$ cat src/rtl/serial_adder_pkg.sv
// Shared definitions for the bit-serial adder: FSM state encoding, default
// operand width and the bit-counter sizing helper.
package serial_adder_pkg;

    typedef enum logic [1:0] {
        IDLE = 2'd0,
        RUN  = 2'd1,
        DONE = 2'd2
    } state_e;

    localparam int DEFAULT_WIDTH = 8;

    // One extra bit so the counter can represent WIDTH itself without wrapping.
    function automatic int cntWidth(input int width);
        return $clog2(width) + 1;
    endfunction

endpackage

$ cat src/rtl/serial_fa_cell.sv
// Purely combinational one-bit full adder built from gate primitives;
// the serial adder evaluates one bit slice per clock through this cell.
module serial_fa_cell (
    input  logic a,
    input  logic b,
    input  logic ci,
    output wire  s,
    output wire  co
);

    wire halfSum;
    wire genCarry;
    wire propCarry;

    xor gXorAb  (halfSum, a, b);
    xor gXorSum (s, halfSum, ci);
    and gAndGen (genCarry, a, b);
    and gAndPrp (propCarry, halfSum, ci);
    or  gOrCo   (co, propCarry, genCarry);

endmodule

$ cat src/rtl/serial_adder.sv
// Bit-serial WIDTH-bit adder: operands are shifted LSB first through a single
// full-adder cell with a registered carry, producing a registered sum/cout.
module serial_adder
    import serial_adder_pkg::*;
#(
    parameter int WIDTH = DEFAULT_WIDTH
) (
    input  logic             clk,
    input  logic             rst,
    input  logic             start,
    input  logic [WIDTH-1:0] a,
    input  logic [WIDTH-1:0] b,
    input  logic             cin,
    output logic             busy,
    output logic             done,
    output logic [WIDTH-1:0] sum,
    output logic             cout
);

    localparam int CW = cntWidth(WIDTH);

    state_e           state_q;
    logic [CW-1:0]    cnt_q;
    logic             carry_q;
    logic [WIDTH-1:0] shiftA_q;
    logic [WIDTH-1:0] shiftB_q;
    logic [WIDTH-1:0] res_q;
    logic [WIDTH-1:0] sum_q;
    logic             cout_q;
    logic             busy_q;
    logic             done_q;

    logic             cellS;
    logic             cellC;
    logic [WIDTH-1:0] res_d;
    logic             lastBit;
    logic             accept;

    serial_fa_cell uCell (
        .a  (shiftA_q[0]),
        .b  (shiftB_q[0]),
        .ci (carry_q),
        .s  (cellS),
        .co (cellC)
    );

    // New sum bit enters at the MSB; written this way so WIDTH=1 needs no empty slice.
    assign res_d   = WIDTH'({cellS, res_q} >> 1);
    assign lastBit = (cnt_q == CW'(WIDTH - 1));
    assign accept  = start && (state_q == IDLE || state_q == DONE);

    always_ff @(posedge clk) begin
        if (rst) begin
            state_q  <= IDLE;
            cnt_q    <= '0;
            carry_q  <= 1'b0;
            shiftA_q <= '0;
            shiftB_q <= '0;
            res_q    <= '0;
            sum_q    <= '0;
            cout_q   <= 1'b0;
            busy_q   <= 1'b0;
            done_q   <= 1'b0;
        end else begin
            done_q <= 1'b0;
            if (accept) begin
                state_q  <= RUN;
                busy_q   <= 1'b1;
                shiftA_q <= a;
                shiftB_q <= b;
                carry_q  <= cin;
                cnt_q    <= '0;
            end else if (state_q == RUN) begin
                carry_q  <= cellC;
                shiftA_q <= shiftA_q >> 1;
                shiftB_q <= shiftB_q >> 1;
                res_q    <= res_d;
                cnt_q    <= cnt_q + CW'(1);
                if (lastBit) begin
                    state_q <= DONE;
                    busy_q  <= 1'b0;
                    done_q  <= 1'b1;
                    sum_q   <= res_d;
                    cout_q  <= cellC;
                end
            end else begin
                state_q <= IDLE;
            end
        end
    end

    assign busy = busy_q;
    assign done = done_q;
    assign sum  = sum_q;
    assign cout = cout_q;

endmodule

$ cat config.mk
export PLATFORM = sky130hd
export DESIGN_NAME = serial_adder
export DESIGN_NICKNAME = d
export VERILOG_FILES = /design/src/rtl/serial_adder_pkg.sv /design/src/rtl/serial_fa_cell.sv /design/src/rtl/serial_adder.sv
export SDC_FILE = /design/constraint.sdc
export NUM_CORES = 1
export LEC_CHECK = 0
export BUFFER_PORTS_ARGS = -buffer_cell sky130_fd_sc_hd__buf_2
export CAP_MARGIN = 30
export CORE_MARGIN = 5
export CORE_UTILIZATION = 54
export DETAILED_ROUTE_END_ITERATION = 10
export GPL_TIMING_DRIVEN = 1
export PLACE_DENSITY_LB_ADDON = 0.25
export RECOVER_POWER = 50
export REMOVE_ABC_BUFFERS = 1
export SKIP_LAST_GASP = 1
export SLEW_MARGIN = 15
export SYNTH_ARGS = -nofsm -noshare
export SYNTH_HDL_FRONTEND = slang
export SYNTH_SLANG_ARGS = --single-unit
$ cat constraint.sdc
create_clock -name clk -period 1.55 [get_ports clk]
set_input_delay 0.155 -clock clk [delete_from_list [all_inputs] [get_ports clk]]
set_output_delay 0.155 -clock clk [all_outputs]
set_load 0.05 [all_outputs]
==> results by group, run 1 <==
Timing
  – Setup violations, final: 0
  – RSZ-0062 raised after global routing: false
  – Worst hold slack: 0.0576 ns
  – Slew @ Worst Pin: 0.602 ns
  – Clk_skew: 0.00500 ns
  – Fmax: 753 MHz
  – Final Hold Violating Endpoints: 0
  – Tcrit/Tclk final: 85.6%
  – Post-layout min period: 1.33 ns
  – Worst slew margin: 60.1%
  – Slew Limit Fails: 0

Clock network
  – CTS tree: yes
  – TritonCTS Buffers: 5
  – CTS Buffer Depth: 2
  – Clock slew at reported path FFs: 0.10 ns
  – Clk root buf: clkbuf_4
  – Worst-skew pair later-pin latency: 0.34 ns
  – CTS resizes: 0
  – TritonCTS Sinks: 41
  – H-tree depth: 2

Power
  – Leakage power: 0.000721 uW
  – Combinational power share: 13.8%
  – Clock network power share: 25.9%
  – Switching Fraction: 25.6%
  – Sequential Power Share: 60.3%
  – Sw Pwr: 480 uW
  – P_int: 1390 uW
  – Max VDD drop: 0.000518 V
  – Power density cells: 932 nW/um^2

Placed design
  – Placed cell areas: 1960 sq um
  – PortBufs: 30
  – Gpl congestion: 0.721
  – Post-DP HPWL: 2530 um
  – Placed insts: 261

Global routing
  – Vias in the first global route: 1348
  – Largest net degree at the start of global routing: 27
  – GRT overflow: 0
  – Global-route wire length before repair: 5710 um
  – Global-route usage over all layers: 16.8%
  – Initial antenna violation count: 0

Worst setup path
  – Critical path buffers and inverters: 1
  – Critical Path End Type: output pin
  – Max FO, Critical Path: 2
  – Critical path class: reg -> out
  – Crit path DAT: 1.17 ns
  – CP Launch Type: register
  – Slowest cell on crit path: clkbuf_1
  – Worst path required time: 1.39 ns
  – Crit-path cells: clkbuf_1
  – Critical path's top delay family: buffers and inverters
  – Max incr delay on CP: 0.48 ns

Floorplan
  – Die footprint: 4470 sq um
  – Die width: 66.8 um
  – Initial Util: 56.7%
  – Core area: 3080 sq um
  – Vert. Die Dim: 66.8 um
  – Rows: 20
  – IO Pins: 31

Drt
  – # DRC: 0
  – Routed WL: 3500 um
  – Drt first pass iters: 4
  – Via Count: 1444
  – Wire per inst: 12.9 um
  – DRT antenna net count: 0
  – Via density: 5.33
  – Starting DRT DRC Count: 47

Job
  – Max Cap Viol: 0

Yosys
  – Syn Area/Cell: 9.04 sq um
  – FFs w/ async S/R, synth: 0%
  – Synth warn: 0
  – Register area share after synthesis: 47.1%
  – Synthesized area: 1740 sq um
  – Synthesized flop and latch total: 41
  – EDFF count, synth: 0
  – Post-synth cell types: 24
  – Gate Count Post-Synth: 193
  – Synth Flop Type: dfxtp_1

Finish
  – Antenna diodes: 0
  – # nets final: 248
  – Share of layout cells above drive strength 1: 18.5%
  – Non-Filler Instances: 271
  – Most frequent cells in the layout: 43 x nand2_1, 41 x dfxtp_1, 21 x nand2b_1, 19 x buf_2, 16 x nor2_1
  – Fill cells: 289
  – Final instance area: 2010 sq um
  – Synth-to-Final Area Change: 15.2%
  – Commonest non-fill, non-tap cell in the layout: nand2_1

Min path
  – Min-delay worst type: in -> reg

Status
  – Status: finished, final reports clean
kinds of logic (layout without fill, tap and decap cells):
family / after synthesis / in the layout / synth area share, %
AOI/OAI and AO/OA: 31 / 31 / 14.5
xor gates and xnor gates: 2 / 2 / 1.00
DFF: 41 / 41 / 47.1
buffers and inverters: 14 / 47 / 4.52
muxes: 10 / 10 / 5.74
adders and majority gates: 2 / 2 / 1.87
and+or+nand+nor: 93 / 94 / 25.3
cell usage after synthesis (2+ instances only):
library cell	count	share of area, %
nand2b_1	21	7.5
dfxtp_1	41	47
nand2_1	43	9.3
nor2b_1	2	0.72
buf_2	9	2.6
nor3_1	3	0.86
buf_4	2	0.86
nand3b_1	2	0.86
a311oi_1	6	3.0
a22oi_1	2	0.86
nor2_1	16	3.4
clkbuf_1	2	0.43
o21ai_0	2	0.57
nand3_1	4	1.1
a311oi_2	7	6.0
mux2i_1	10	5.7
a21oi_1	14	4.0
what timing repair did:
action / 4_1_cts / 5_1_grt
setup buffers: 0 / 1
hold buffers: 0 / 0
hold endpoints to repair: 0 / 0
setup endpoints to repair: 0 / 1
final cells by class:
class                   instances  area (sq um)  area share [%]
multi-input cells             139           856            42.6
flip-flops and latches         41           821            40.8
repair buffers                 39           229            11.4
well taps                      44          55.1            2.74
clock buffers                   8          48.8            2.43
path summary, 6_finish.rpt:
| path | start | to | slack, ns | cells after the start |
|---|---|---|---|---|
| setup / recovery | sum[5] | sum[5] | 0.22 | 1 |
| hold / removal | a[7] | shiftA_q[7] | 0.06 | 3 |
| setup reg to reg | cnt_q[0] | sum[0] | 0.24 | 5 |
| hold reg to reg | res_q[1] | res_q[1] | 0.47 | 2 |
routing by layer:
layer / vias to the layer above / wire length, um / global-route usage (%)
met5: - / 0 / 0
met4: 0 / 68 / 7.11
met3: 8 / 205 / 4.89
met2: 37 / 1750 / 28.8
met1: 680 / 1480 / 19.2
li1: 719 / - / -
registers in the layout, indices dropped and copies added, names as in the netlist:
signal,cells
carry_q,1
shiftA_q,8
busy,1
cout,1
cnt_q,4
done,1
state_q,2
sum,8
shiftB_q,8
res_q,7
worst min-delay path: stages:
cell     delay [ns]
buf_2          0.09
nand2_1        0.04
a21oi_1        0.05
per-stage QoR:
step	power [uW]	util (%)	worst slack, ns	TNS [ns]
2_1_floorplan	1290	-	-0.213	-3.17
3_3_place_gp	1400	63.6	0.253	0
3_5_place_dp	1410	63.6	0.101	0
4_1_cts	1880	65.2	0.0832	0
5_1_grt	1970	65.3	0.132	0
6_report	1870	65.3	0.223	0
power groups by stage:
stage	registers, uW	logic, uW	clock network (uW)
global route	1140	286	544
floorplan	1150	141	0
detailed placement	1150	256	0
finish	1130	258	485
global placement	1150	247	0
CTS	1130	257	497
Power figures use the tool's default switching activity.
==> inputs of run 2 (changes only) <==
- BUFFER_PORTS_ARGS: -buffer_cell sky130_fd_sc_hd__buf_2 -> not set
- CORE_UTILIZATION: 54 -> 61
- DONT_BUFFER_PORTS: not set -> 1
==> results by group, run 2 (synthesis results as in run 1) <==
Clock network
  – TritonCTS Buffers: 5 (unchanged)
  – CTS tree: yes
  – TritonCTS Sinks: 41 (unchanged)
  – CTS Buffer Depth: 2 (unchanged)
  – Clock slew at reported path FFs: 0.12 ns (+0.02 ns)
  – Worst-skew pair later-pin latency: 0.34 ns (about the same)
  – CTS resizes: 0 (unchanged)
  – Clk root buf: clkbuf_4
  – H-tree depth: 2 (unchanged)

Floorplan
  – Die width: 63.5 um (-5.0%)
  – Initial Util: 63.2% (+6.6 points)
  – IO Pins: 31 (unchanged)
  – Vert. Die Dim: 63.5 um (-5.0%)
  – Core area: 2760 sq um (-10%)
  – Die footprint: 4030 sq um (-9.8%)
  – Rows: 19 (-5.0%)

Global routing
  – Vias in the first global route: 1399 (+3.8%)
  – Global-route usage over all layers: 19.7% (+2.9 points)
  – Largest net degree at the start of global routing: 40 (+48%)
  – Initial antenna violation count: 0 (unchanged)
  – GRT overflow: 0 (unchanged)
  – Global-route wire length before repair: 6420 um (+12%)

Worst setup path
  – Slowest cell on crit path: dfxtp_1
  – CP Launch Type: register
  – Crit-path cells: ha_1, nand3b_1, buf_4, nor2_4, mux2i_1
  – Critical Path End Type: register
  – Max incr delay on CP: 0.41 ns (-0.07 ns)
  – Crit path DAT: 1.61 ns (+0.44 ns)
  – Critical path class: reg -> reg
  – Critical path buffers and inverters: 1 (unchanged)
  – Max FO, Critical Path: 6 (+4)
  – Worst path required time: 1.82 ns (+0.43 ns)
  – Critical path's top delay family: flip-flops

Drt
  – DRT antenna net count: 0 (unchanged)
  – Routed WL: 3670 um (+4.8%)
  – Via Count: 1372 (-5.0%)
  – Via density: 5.74 (+7.7%)
  – # DRC: 0 (unchanged)
  – Drt first pass iters: 4 (unchanged)
  – Wire per inst: 15.3 um (+19%)
  – Starting DRT DRC Count: 64 (+36%)

Status
  – Status: finished, final reports clean

Timing
  – Clk_skew: 0.0116 ns (+0.00659 ns)
  – Slew Limit Fails: 0 (unchanged)
  – Tcrit/Tclk final: 86.4% (+0.76 points)
  – Setup violations, final: 0 (unchanged)
  – Slew @ Worst Pin: 0.598 ns (-0.00349 ns)
  – RSZ-0062 raised after global routing: false
  – Setup_tns: 0 ns (unchanged)
  – Post-layout min period: 1.34 ns (+0.0118 ns)
  – Fmax: 747 MHz (-0.88%)
  – Worst slew margin: 60.3% (+0.23 points)
  – Final Hold Violating Endpoints: 0 (unchanged)

Min path
  – Min-delay worst type: in -> reg

Finish
  – Most frequent cells in the layout: 43 x nand2_1, 41 x dfxtp_1, 21 x nand2b_1, 16 x nor2_1, 14 x a21oi_1
  – Synth-to-Final Area Change: 14.3%
  – Antenna diodes: 0 (unchanged)
  – Commonest non-fill, non-tap cell in the layout: nand2_1
  – # nets final: 229 (-7.7%)
  – Final instance area: 1990 sq um (-0.75%)
  – Fill cells: 206 (-29%)
  – Share of layout cells above drive strength 1: 10.1% (-8.4 points)

Power
  – Power density cells: 1050 nW/um^2 (+13%)
  – Max VDD drop: 0.000970 V (+87%)
  – Leakage power: 0.000685 uW (-5.0%)

Placed design
  – Post-DP HPWL: 2300 um (-9.1%)
  – Placed cell areas: 1820 sq um (-7.2%)
  – PortBufs: 0 (-100%)
  – Gpl congestion: 0.740 (+2.6%)

Job
  – Max Cap Viol: 0 (unchanged)
[run 2: repair_timing]
item	CTS	global route
hold buffers	8	1
setup endpoints to repair	0	1
hold endpoints to repair	36	1
buffers inserted	0	1
[run 2: path summary, 6_finish.rpt]
kind	slack [ns]	depth (start not counted)	from	to
min	0.004	2	rst	sum[3]
min reg2reg	0.47	2	res_q[1]	res_q[1]
max reg2reg	0.21	5	cnt_q[0]	sum[6]
max	0.21	5	cnt_q[0]	sum[6]
[run 2: per-layer routing]
metal / share of wire (%) / track usage (%)
met2: 51 / 33.1
met1: 41 / 23.3
met5: 0 / 0
met3: 6.6 / 5.68
met4: 1.6 / 7.79
[run 2: through the flow]
| step | hold slack (ns) | utilization, % | worst slack [ns] | power, uW | instances |
|---|---|---|---|---|---|
| floorplan | 0.223 | - | -0.213 | 1290 | 179 |
| global placement | 0.231 | 65.9 | 0.254 | 1350 | 220 |
| detailed placement | 0.232 | 65.9 | 0.157 | 1370 | 220 |
| CTS | 0.00219 | 72.2 | 0.128 | 2100 | 236 |
| global route | 0.00447 | 72.3 | 0.0925 | 2200 | 239 |
| finish | 0.00387 | 72.3 | 0.211 | 2100 | 239 |
[run 2: cell type report]
cell class,count,area [sq um],share of cell area [%]
Clock buffer,7,55.1,2.76
Clock inverter,1,30.0,1.51
Multi-Input combinational cell,139,856,42.9
Sequential cell,41,821,41.2
Tap cell,31,38.8,1.94
Timing Repair Buffer,20,194,9.72
[run 2: power breakdown]
| part | switching, uW | internal [uW] | total [uW] |
|---|---|---|---|
| clock network | 329 | 385 | 715 |
| logic | 144 | 109 | 253 |
| registers | 29.9 | 1100 | 1130 |
==> inputs of run 3 (changes only) <==
==> constraint.sdc (replaced) <==
create_clock -name clk -period 1.55 [get_ports clk]
set_input_delay 0.155 -clock clk [delete_from_list [all_inputs] [get_ports clk]]
set_output_delay 0.155 -clock clk [all_outputs]
set_load 0.005 [all_outputs]
==> results by group, run 3 (synthesis results as in run 1) <==
Timing
  – Worst slew margin: 67.9% (+7.6 points)
  – Slew @ Worst Pin: 0.481 ns (-0.117 ns)
  – Fmax: 720 MHz (-3.6%)
  – RSZ-0062 raised after global routing: false
  – Tcrit/Tclk final: 89.6% (+3.2 points)
  – Setup violations, final: 0 (unchanged)
  – Slew Limit Fails: 0 (unchanged)
  – Post-layout min period: 1.39 ns (+0.0498 ns)
  – Clk_skew: 0.0136 ns (+0.00199 ns)
  – Final Hold Violating Endpoints: 0 (unchanged)

Floorplan
  – Initial Util: 63.2% (unchanged)
  – Die footprint: 4030 sq um (unchanged)
  – Core area: 2760 sq um (unchanged)
  – Rows: 19 (unchanged)
  – Vert. Die Dim: 63.5 um (unchanged)
  – Die width: 63.5 um (unchanged)
  – IO Pins: 31 (unchanged)

Global routing
  – Largest net degree at the start of global routing: 46 (+15%)
  – Global-route usage over all layers: 18.5% (-1.2 points)
  – Initial antenna violation count: 0 (unchanged)
  – Vias in the first global route: 1323 (-5.4%)
  – GRT overflow: 0 (unchanged)
  – Global-route wire length before repair: 6020 um (-6.1%)

Power
  – Sw Pwr: 532 uW (+5.6%)
  – Leakage power: 0.000684 uW (about the same)
  – P_int: 1550 uW (-2.9%)
  – Power density cells: 1050 nW/um^2 (+0.18%)
  – Switching Fraction: 25.6% (+1.6 points)
  – Combinational power share: 11.5% (-0.6 points)
  – Tot Pwr: 2080 uW (-0.89%)
  – Sequential Power Share: 54.4% (+0.5 points)
  – Max VDD drop: 0.000996 V (+2.7%)
  – Clock network power share: 34.1% (about the same)

Finish
  – Synth-to-Final Area Change: 13.1%
  – Most frequent cells in the layout: 43 x nand2_1, 41 x dfxtp_1, 21 x nand2b_1, 16 x nor2_1, 14 x a21oi_1
  – Commonest non-fill, non-tap cell in the layout: nand2_1
  – # nets final: 226 (-1.3%)
  – Layout Utilization: 71.6% (-0.77 points)
  – Antenna diodes: 0 (unchanged)
  – Share of layout cells above drive strength 1: 10.7% (+0.64 points)
  – Non-Filler Instances: 236 (-1.3%)

Drt
  – Via density: 5.67 (-1.3%)
  – Wire per inst: 14.8 um (-3.4%)
  – Drt first pass iters: 4 (unchanged)
  – Routed WL: 3500 um (-4.6%)
  – Starting DRT DRC Count: 64 (unchanged)
  – DRT antenna net count: 0 (unchanged)
  – # DRC: 0 (unchanged)
  – Via Count: 1337 (-2.6%)

Clock network
  – Worst-skew pair later-pin latency: 0.36 ns (+0.02 ns)
  – TritonCTS Buffers: 5 (unchanged)
  – CTS tree: yes
  – Clk root buf: clkbuf_4
  – CTS Buffer Depth: 2 (unchanged)
  – Clock slew at reported path FFs: 0.13 ns (about the same)
  – Setup bufs post-CTS: 0 (unchanged)
  – H-tree depth: 2 (unchanged)
  – TritonCTS Sinks: 41 (unchanged)

Worst setup path
  – Reg-to-reg startpoint: cnt_q[0]
  – Crit. Startpoint: cnt_q[0]
  – Reg2Reg Depth: 4 (-1)
  – Worst Setup EP: sum[6]
  – R2R Setup Slk: 0.16 ns (-0.05 ns)
  – Crit path DAT: 1.67 ns (+0.06 ns)
  – Worst path required time: 1.83 ns (about the same)
  – Critical path class: reg -> reg
  – Max FO, Critical Path: 9 (+3)
  – CP Launch Type: register
  – Reg-to-reg endpoint: sum[6]
  – Critical Path End Type: register

Status
  – Status: finished, final reports clean

Placed design
  – Post-DP HPWL: 2260 um (-1.6%)
  – Placed insts: 215 (-2.3%)
  – PortBufs: 0 (unchanged)
  – Gpl congestion: 0.778 (+5.1%)

Job
  – Max Cap Viol: 0 (unchanged)

Min path
  – Min-delay worst type: in -> reg
-- run 3: changes by cell type in the layout (fill, tap and decap cells not counted), sizes merged --
cell         previous run  this run
clkinvlp                0         1
clkinv                  0         1
buf                     5         4
dlygate4sd3             8        12
nor2                   18        17
clkbuf                 14         7
-- run 3: worst max-delay path: stages, from the launching register on --
cell	delay, ns
dfxtp_1	0.39
ha_1	0.18
nand3b_1	0.25
nor2_8	0.29
mux2i_1	0.21
-- run 3: worst min-delay path by stage --
stage / from / end / cells past startpoint
finish: a[0] / shiftA_q[0] / 2
global route: a[4] / shiftA_q[4] / 2
CTS: a[2] / shiftA_q[2] / 2
detailed placement: rst / shiftA_q[6] / 1
global placement: rst / res_q[6] / 1
floorplan: rst / shiftA_q[1] / 1
-- run 3: power by group through the flow --
stage / Sequential (uW) / Combinational, uW / Clock, uW
final: 1130 / 239 / 709
after global placement: 1150 / 185 / 0
after detailed placement: 1150 / 195 / 0
after CTS: 1130 / 235 / 718
after floorplan: 1150 / 141 / 0
after global routing: 1140 / 265 / 780
-- run 3: what timing repair did --
action,4_1_cts,5_1_grt
hold buffers,10,3
gates resized for setup,0,0
endpoints found under the hold margin,37,3
-- run 3: area by class of cell --
type / instances / area (sq um)
Clock buffer: 5 / 37.5
Clock inverter: 3 / 46.3
Fill cell: 225 / 785
Multi-Input combinational cell: 138 / 845
Sequential cell: 41 / 821
Tap cell: 31 / 38.8
Timing Repair Buffer: 18 / 185
-- run 3: stage by stage --
step	TNS, ns	instance area (sq um)	hold slack [ns]	setup slack, ns
2_1_floorplan	-3.17	1670	0.223	-0.213
3_3_place_gp	0	1750	0.231	0.253
3_5_place_dp	0	1750	0.231	0.192
4_1_cts	0	1950	0.00246	0.152
5_1_grt	0	1970	0.000414	0.0411
6_report	0	1970	0.0107	0.161
-- run 3: per-layer routing --
| metal | vias up | GRT usage [%] | wire length (um) | part of all wire (%) |
|---|---|---|---|---|
| met5 | - | 0 | 0 | 0 |
| met4 | 0 | 5.45 | 29 | 0.83 |
| met3 | 3 | 7.28 | 206 | 5.9 |
| met2 | 30 | 31.3 | 1780 | 51 |
| met1 | 631 | 21.3 | 1480 | 42 |
| li1 | 673 | - | - | - |
